### config.mk
export PLATFORM = sky130hd
export DESIGN_NAME = color_fsm_sequencer
export DESIGN_NICKNAME = d
export VERILOG_FILES = /design/src/rtl/color_seq_pkg.sv /design/src/rtl/color_rr_arbiter.sv /design/src/rtl/color_fsm_sequencer.sv
export SDC_FILE = /design/constraint.sdc
export NUM_CORES = 1
export LEC_CHECK = 0
export ABC_CLOCK_PERIOD_IN_PS = 1600
export BUFFER_PORTS_ARGS = -buffer_cell sky130_fd_sc_hd__buf_2
export CORE_UTILIZATION = 41
export CTS_CLUSTER_SIZE = 24
export DETAILED_ROUTE_END_ITERATION = 12
export GPL_ROUTABILITY_DRIVEN = 1
export PLACE_DENSITY = 0.77
export SETUP_SLACK_MARGIN = 0.1
export SYNTH_ARGS = -nofsm -noshare
export SYNTH_HDL_FRONTEND = slang
export SYNTH_SLANG_ARGS = --single-unit
### constraint.sdc
create_clock -name clk -period 1.6 [get_ports clk]
set_input_delay 0.32 -clock clk [delete_from_list [all_inputs] [get_ports clk]]
set_output_delay 0.32 -clock clk [all_outputs]
set_load 0.05 [all_outputs]
### src/rtl/color_seq_pkg.sv
// rtl/color_seq_pkg.sv - shared encodings and step table for the color FSM sequencer
package color_seq_pkg;

   localparam logic [1:0] BLUE     = 2'd0;
   localparam logic [1:0] RED      = 2'd1;
   localparam logic [1:0] HSV_IDLE = 2'd2;
   localparam logic [1:0] INVALID  = 2'd3;
   localparam logic [1:0] CMD_NOP  = 2'h3;

   typedef enum logic [1:0] {
      IDLE  = 2'd0,
      WALK  = 2'd1,
      CHECK = 2'd2,
      DONE  = 2'd3
   } seq_state_t;

   // One hop toward tgt; returns {cmd, next shadow}. No hop available -> {NOP, cur}.
   function automatic logic [3:0] next_step(input logic [1:0] cur, input logic [1:0] tgt);
      logic [3:0] r;
      r = {CMD_NOP, cur};
      case (cur)
         BLUE: begin
            if (tgt == RED || tgt == HSV_IDLE) r = {2'd1, RED};
         end
         RED: begin
            if (tgt == BLUE)          r = {2'd1, BLUE};
            else if (tgt == HSV_IDLE) r = {2'd2, HSV_IDLE};
         end
         HSV_IDLE: begin
            if (tgt == RED || tgt == BLUE) r = {2'd0, RED};
         end
         default: r = {CMD_NOP, cur};
      endcase
      return r;
   endfunction

endpackage

### src/rtl/color_rr_arbiter.sv
// rtl/color_rr_arbiter.sv - one-hot round-robin grant starting at a pointer
module color_rr_arbiter #(
   parameter int NUM_REQ = 2,
   parameter int ID_W    = 1
) (
   input  logic [NUM_REQ-1:0] valid_i,
   input  logic [ID_W-1:0]    ptr_i,
   output logic [NUM_REQ-1:0] gnt_o,
   output logic [ID_W-1:0]    gnt_id_o,
   output logic               any_o
);

   logic [ID_W-1:0] idx;

   always_comb begin
      gnt_o    = '0;
      gnt_id_o = '0;
      any_o    = 1'b0;
      idx      = '0;
      for (int i = 0; i < NUM_REQ; i++) begin
         idx = ID_W'((int'(ptr_i) + i) % NUM_REQ);
         if (!any_o && valid_i[idx]) begin
            any_o      = 1'b1;
            gnt_o[idx] = 1'b1;
            gnt_id_o   = idx;
         end
      end
   end

endmodule

### src/rtl/color_fsm_sequencer.sv
// rtl/color_fsm_sequencer.sv - arbitrates target requests and walks the Color/HSV FSM there.
// Define COLOR_SEQ_FB_CHECK_EN to verify fb_out after every step.
module color_fsm_sequencer
   import color_seq_pkg::*;
#(
   parameter int NUM_REQ = 2,
   parameter int ID_W    = (NUM_REQ > 1) ? $clog2(NUM_REQ) : 1
) (
   input  logic                 clk,
   input  logic                 rst,
   input  logic [NUM_REQ-1:0]   req_valid,
   input  logic [2*NUM_REQ-1:0] req_target,
   output logic [NUM_REQ-1:0]   req_ready,
   output logic [1:0]           cmd,
   input  logic [1:0]           fb_out,
   output logic                 busy,
   output logic                 done,
   output logic [ID_W-1:0]      done_id,
   output logic [1:0]           cur_state,
   output logic                 err,
   input  logic                 err_clr
);

   seq_state_t      state_q, state_d;
   logic [1:0]      cur_q, cur_d;
   logic [1:0]      tgt_q, tgt_d;
   logic [ID_W-1:0] id_q, id_d;
   logic [ID_W-1:0] ptr_q, ptr_d;
   logic            err_q, err_d;

   logic [NUM_REQ-1:0] gnt;
   logic [ID_W-1:0]    gnt_id;
   logic               gnt_any;
   logic [1:0]         gnt_tgt;
   logic [3:0]         step;

   color_rr_arbiter #(
      .NUM_REQ (NUM_REQ),
      .ID_W    (ID_W)
   ) u_arb (
      .valid_i  (req_valid),
      .ptr_i    (ptr_q),
      .gnt_o    (gnt),
      .gnt_id_o (gnt_id),
      .any_o    (gnt_any)
   );

   always_ff @(posedge clk) begin
      if (rst) begin
         state_q <= IDLE;
         cur_q   <= RED;
         tgt_q   <= RED;
         id_q    <= '0;
         ptr_q   <= '0;
         err_q   <= 1'b0;
      end else begin
         state_q <= state_d;
         cur_q   <= cur_d;
         tgt_q   <= tgt_d;
         id_q    <= id_d;
         ptr_q   <= ptr_d;
         err_q   <= err_d;
      end
   end

   always_comb begin
      gnt_tgt = 2'd0;
      for (int i = 0; i < NUM_REQ; i++) begin
         if (gnt[i]) gnt_tgt = req_target[2*i +: 2];
      end
   end

   always_comb begin
      state_d   = state_q;
      cur_d     = cur_q;
      tgt_d     = tgt_q;
      id_d      = id_q;
      ptr_d     = ptr_q;
`ifdef COLOR_SEQ_FB_CHECK_EN
      err_d     = err_q & ~err_clr;
`else
      err_d     = 1'b0;
`endif
      req_ready = '0;
      cmd       = CMD_NOP;
      done      = 1'b0;
      done_id   = '0;
      step      = next_step(cur_q, tgt_q);

      case (state_q)
         IDLE: begin
            if (gnt_any) begin
               req_ready = gnt & {NUM_REQ{~rst}};
               tgt_d     = gnt_tgt;
               id_d      = gnt_id;
               state_d   = WALK;
            end
         end
         WALK: begin
            if (tgt_q == INVALID || cur_q == tgt_q) begin
               state_d = DONE;
            end else begin
               cmd   = step[3:2];
               cur_d = step[1:0];
`ifdef COLOR_SEQ_FB_CHECK_EN
               state_d = CHECK;
`endif
            end
         end
`ifdef COLOR_SEQ_FB_CHECK_EN
         CHECK: begin
            // Controlled FSM moved on the same edge as the shadow, so compare now.
            if (fb_out != ((cur_q == BLUE) ? 2'd1 : 2'd2)) begin
               err_d   = 1'b1;
               state_d = DONE;
            end else begin
               state_d = WALK;
            end
         end
`endif
         DONE: begin
            done    = 1'b1;
            done_id = id_q;
            ptr_d   = (id_q == ID_W'(NUM_REQ - 1)) ? '0 : id_q + 1'b1;
            state_d = IDLE;
         end
         default: state_d = IDLE;
      endcase
   end

`ifndef COLOR_SEQ_FB_CHECK_EN
   logic unused_fb;
   assign unused_fb = ^{fb_out, err_clr};
`endif

   assign busy      = (state_q != IDLE);
   assign cur_state = cur_q;
   assign err       = err_q;

endmodule

==> metrics.json <==
{
  "route.detailed.wl_per_inst": {"value": 19.54, "unit": "µm"},
  "total_congestion_overflow_after_global_routing": {"value": 0},
  "crit_path_max_incr_delay": {"value": 390, "unit": "ps"},
  "synthMostInstantiatedCell": {"value": "sky130_fd_sc_hd__nor2_1"},
  "ir_drop": {"value": 0.0006121, "unit": "V"},
  "cts_max_path_buffers": {"value": 2},
  "dominant_cells_by_area_after_synthesis": {"value": "sky130_fd_sc_hd__dfxtp_1, sky130_fd_sc_hd__ha_1, sky130_fd_sc_hd__nor2_1"},
  "placedCellCount": {"value": 111},
  "synth.yosys.seq_area_share": {"value": 29.09, "unit": "%"},
  "grt_first_pass_wirelength": {"value": 3.180, "unit": "mm"},
  "pre_cts_worst_setup_slack": {"value": -293.0, "unit": "ps"},
  "final_nets": {"value": 130},
  "synth-warning-count": {"value": 0},
  "r2r_setup_slack": {"value": -150, "unit": "ps"},
  "worst-r2r-cell-count": {"value": 11},
  "path_clk_slew": {"value": 60, "unit": "ps"},
  "cellPowerDensity": {"value": 730.7, "unit": "nW/µm²"},
  "async_reset_ff_share": {"value": 0, "unit": "%"},
  "synth_top_cell_area_share": {"value": 29.09, "unit": "%"},
  "worstSetupStartpoint": {"value": "tgt_q[0]"},
  "fillers": {"value": 44},
  "critical_path.endpoint_type": {"value": "output port"},
  "vias_in_the_first_global_route": {"value": 662},
  "layout-drive-gt1-share": {"value": 64.60, "unit": "%"},
  "placement.cell_area": {"value": 779.5, "unit": "µm²"},
  "timing.hold.worst_endpoint": {"value": "tgt_q[0]"},
  "leakagePower": {"value": 0.4823, "unit": "nW"},
  "post-route-drc-count": {"value": 0},
  "setup_slack": {"value": -554.5, "unit": "ps"},
  "grt_start_max_net_pins": {"value": 11},
  "finalSetupViolCount": {"value": 8},
  "initial_utilization": {"value": 47.01, "unit": "%"},
  "antenna_found_initial": {"value": 0},
  "criticalPathCategory": {"value": "flop to output port"},
  "worstHoldStart": {"value": "req_target[0]"},
  "min-delay-path-class": {"value": "input pin to flop"},
  "fin_area": {"value": 1032, "unit": "µm²"},
  "max_freq": {"value": 0.4641, "unit": "GHz"},
  "synth_top_cells_by_count": {"value": "sky130_fd_sc_hd__nor2_1, sky130_fd_sc_hd__dfxtp_1, sky130_fd_sc_hd__ha_1, sky130_fd_sc_hd__nand2_1"},
  "ctsRootBufferMaster": {"value": "sky130_fd_sc_hd__clkbuf_4"},
  "port-buffer-count": {"value": 16},
  "synth.avg_cell_area": {"value": 7.865, "unit": "µm²"},
  "synth-edff-count": {"value": 0},
  "route.final.wire_length": {"value": 2.481, "unit": "mm"},
  "final-instance-count-excl-fill": {"value": 127},
  "timing.final.hold_violations": {"value": 0},
  "yosys.cell_types.count": {"value": 31},
  "die_height": {"value": 38.65, "unit": "µm"},
  "clock-sinks": {"value": 8},
  "postLayoutCoreUtil": {"value": 88.14, "unit": "%"},
  "final_antenna_net_count": {"value": 0},
  "routability_congestion_estimate": {"value": 0.7145},
  "timing.max_cap.violations": {"value": 0},
  "r2r-end": {"value": "id_q"},
  "design.die.area": {"value": 1493, "unit": "µm²"},
  "floorplan.io_pins": {"value": 21},
  "ant_diodes": {"value": 0},
  "crit_chain": {"value": "buf_4 -> xor2_2 -> o21ai_2 -> or3b_4 -> a21o_4 -> buf_8"},
  "layout_worst_path_cycle_share": {"value": 134.7, "unit": "%"},
  "start_kind": {"value": "flop"},
  "synth_largest_area_cell": {"value": "sky130_fd_sc_hd__dfxtp_1"},
  "met2_usage": {"value": 52.92, "unit": "%"},
  "syn_inst": {"value": 70},
  "rsz0062_at_grt": {"value": "true"},
  "largest_driver_fanout_on_the_critical_path": {"value": 5},
  "core_area": {"value": 1171, "unit": "µm²"},
  "holdWs": {"value": 311.5, "unit": "ps"},
  "area_growth_from_synthesis_to_final_layout": {"value": 87.50, "unit": "%"},
  "num_vias": {"value": 745},
  "synth_area": {"value": 550.5, "unit": "µm²"},
  "crit_slowest_cell": {"value": "sky130_fd_sc_hd__or3b_4"},
  "use_met3": {"value": 5.780, "unit": "%"},
  "drtPass1Iterations": {"value": 4},
  "dieWidth": {"value": 38.65, "unit": "µm"},
  "critical_path.reg2reg.startpoint": {"value": "state_q[1]"},
  "outcome": {"value": "finished with violations"},
  "tritoncts": {"value": "built"},
  "post-route-min-period": {"value": 2155, "unit": "ps"},
  "clock_latency": {"value": 270, "unit": "ps"},
  "post_synthesis_net_count": {"value": 86},
  "initialDrtViolationCount": {"value": 41},
  "finalClockSkew": {"value": 3.917, "unit": "ps"},
  "grt_usage": {"value": 32.17, "unit": "%"},
  "slew_violations": {"value": 0},
  "gr-max-usage-layer": {"value": "met2"},
  "timing.critical_path.arrival": {"value": 1830, "unit": "ps"},
  "grtUsageMet1": {"value": 39.08, "unit": "%"},
  "synth_seq_cells": {"value": 8},
  "seq_area": {"value": 175.2, "unit": "µm²"},
  "multiInputGateArea": {"value": 449.2, "unit": "µm²"},
  "worst-endpoint-required": {"value": 1280, "unit": "ps"},
  "ys_dominant_reg_cell": {"value": "sky130_fd_sc_hd__dfxtp_1"},
  "violations": {"value": "setup timing"},
  "holdPathStages": {"value": 3},
  "count_of_h_tree_levels_built_during_cts": {"value": 1},
  "row_count": {"value": 12},
  "tritoncts.num_buffers": {"value": 3},
  "number_of_vias_per_cell_after_detailed_routing": {"value": 5.866},
  "hpwl_dp": {"value": 1.089, "unit": "mm"}
}
[per-stage QoR]
stage | TNS, ps | total power, W
final | -1585 | 0.0007543
after global routing | -1662 | 0.0007678
after CTS | -961.5 | 0.0006884
after detailed placement | -414.6 | 0.0004431
after global placement | -346.9 | 0.0004352
after floorplan | -335.4 | 0.0003588
[repair_timing]
action / 4_1_cts / 5_1_grt
setup endpoints to repair: 7 / 9
hold buffers: 0 / 0
pin swaps: 9 / 5
buffers inserted: 10 / 2
gates resized for setup: 28 / 10
[flip-flops by register name, summed over array words and instances (netlist names)]
| name | count |
|---|---|
| ptr_q | 1 |
| cur_state | 2 |
| tgt_q | 2 |
| id_q | 1 |
| state_q | 2 |
[power by group]
group	leakage [nW]	internal (W)	total (W)	switching (W)
Sequential	0.0673	0.000213	0.000234	0.0000213
Clock	0.0150	0.0000967	0.000185	0.0000887
Combinational	0.400	0.000159	0.000334	0.000176
Total	0.482	0.000469	0.000754	0.000286
[worst max-delay path by stage]
stage	endpoint	slack, ps	cells after the start
global route	cmd[1]	-550	7
floorplan	cmd[1]	-160	5
finish	cmd[1]	-550	6
CTS	cmd[1]	-510	6
global placement	cmd[1]	-270	6
detailed placement	cmd[1]	-290	6
[cells in the final DEF, fill, tap and decap left out, types with 3 or more instances in the layout]
cell type / netlist / final
sky130_fd_sc_hd__buf_6: 0 / 6
sky130_fd_sc_hd__clkbuf_4: 0 / 4
sky130_fd_sc_hd__dfxtp_4: 0 / 3
sky130_fd_sc_hd__buf_2: 1 / 10
sky130_fd_sc_hd__nand2_1: 5 / 3
sky130_fd_sc_hd__nand3_1: 4 / 3
sky130_fd_sc_hd__nor2_1: 9 / 6
sky130_fd_sc_hd__dfxtp_2: 0 / 3
sky130_fd_sc_hd__buf_4: 1 / 22
[routing by layer]
layer / vias to the layer above / wire [µm]
met4: 0 / 138
met3: 17 / 290
met1: 335 / 872
met5: - / 0
met2: 67 / 1179
li1: 326 / -
[critical path: cells and delay by family (launching register included)]
kind | cells | cell delay (ps)
simple gates | 1 | 390
xor+xnor | 1 | 200
compound gates | 2 | 300
buf+inv | 2 | 290
flops | 1 | 380
[cells by family after synthesis]
logic type / count (synthesis) / synth area share [%]
compound gates: 13 / 15.45
xor+xnor: 2 / 3.182
fa+ha+maj: 5 / 11.36
buf+inv: 8 / 6.361
flops: 8 / 29.09
mux: 2 / 3.637
other cells: 1 / 0.6812
simple gates: 31 / 30.23
[layout make-up]
class                      instances  share of cell area (%)
clock buffer                       4                   2.545
inverter                           5                   2.303
multi-input combinational         54                   43.52
sequential                         8                   16.97
tap                               14                   1.697
timing repair buffer              42                   32.97
(Power assumes the default switching activity.)
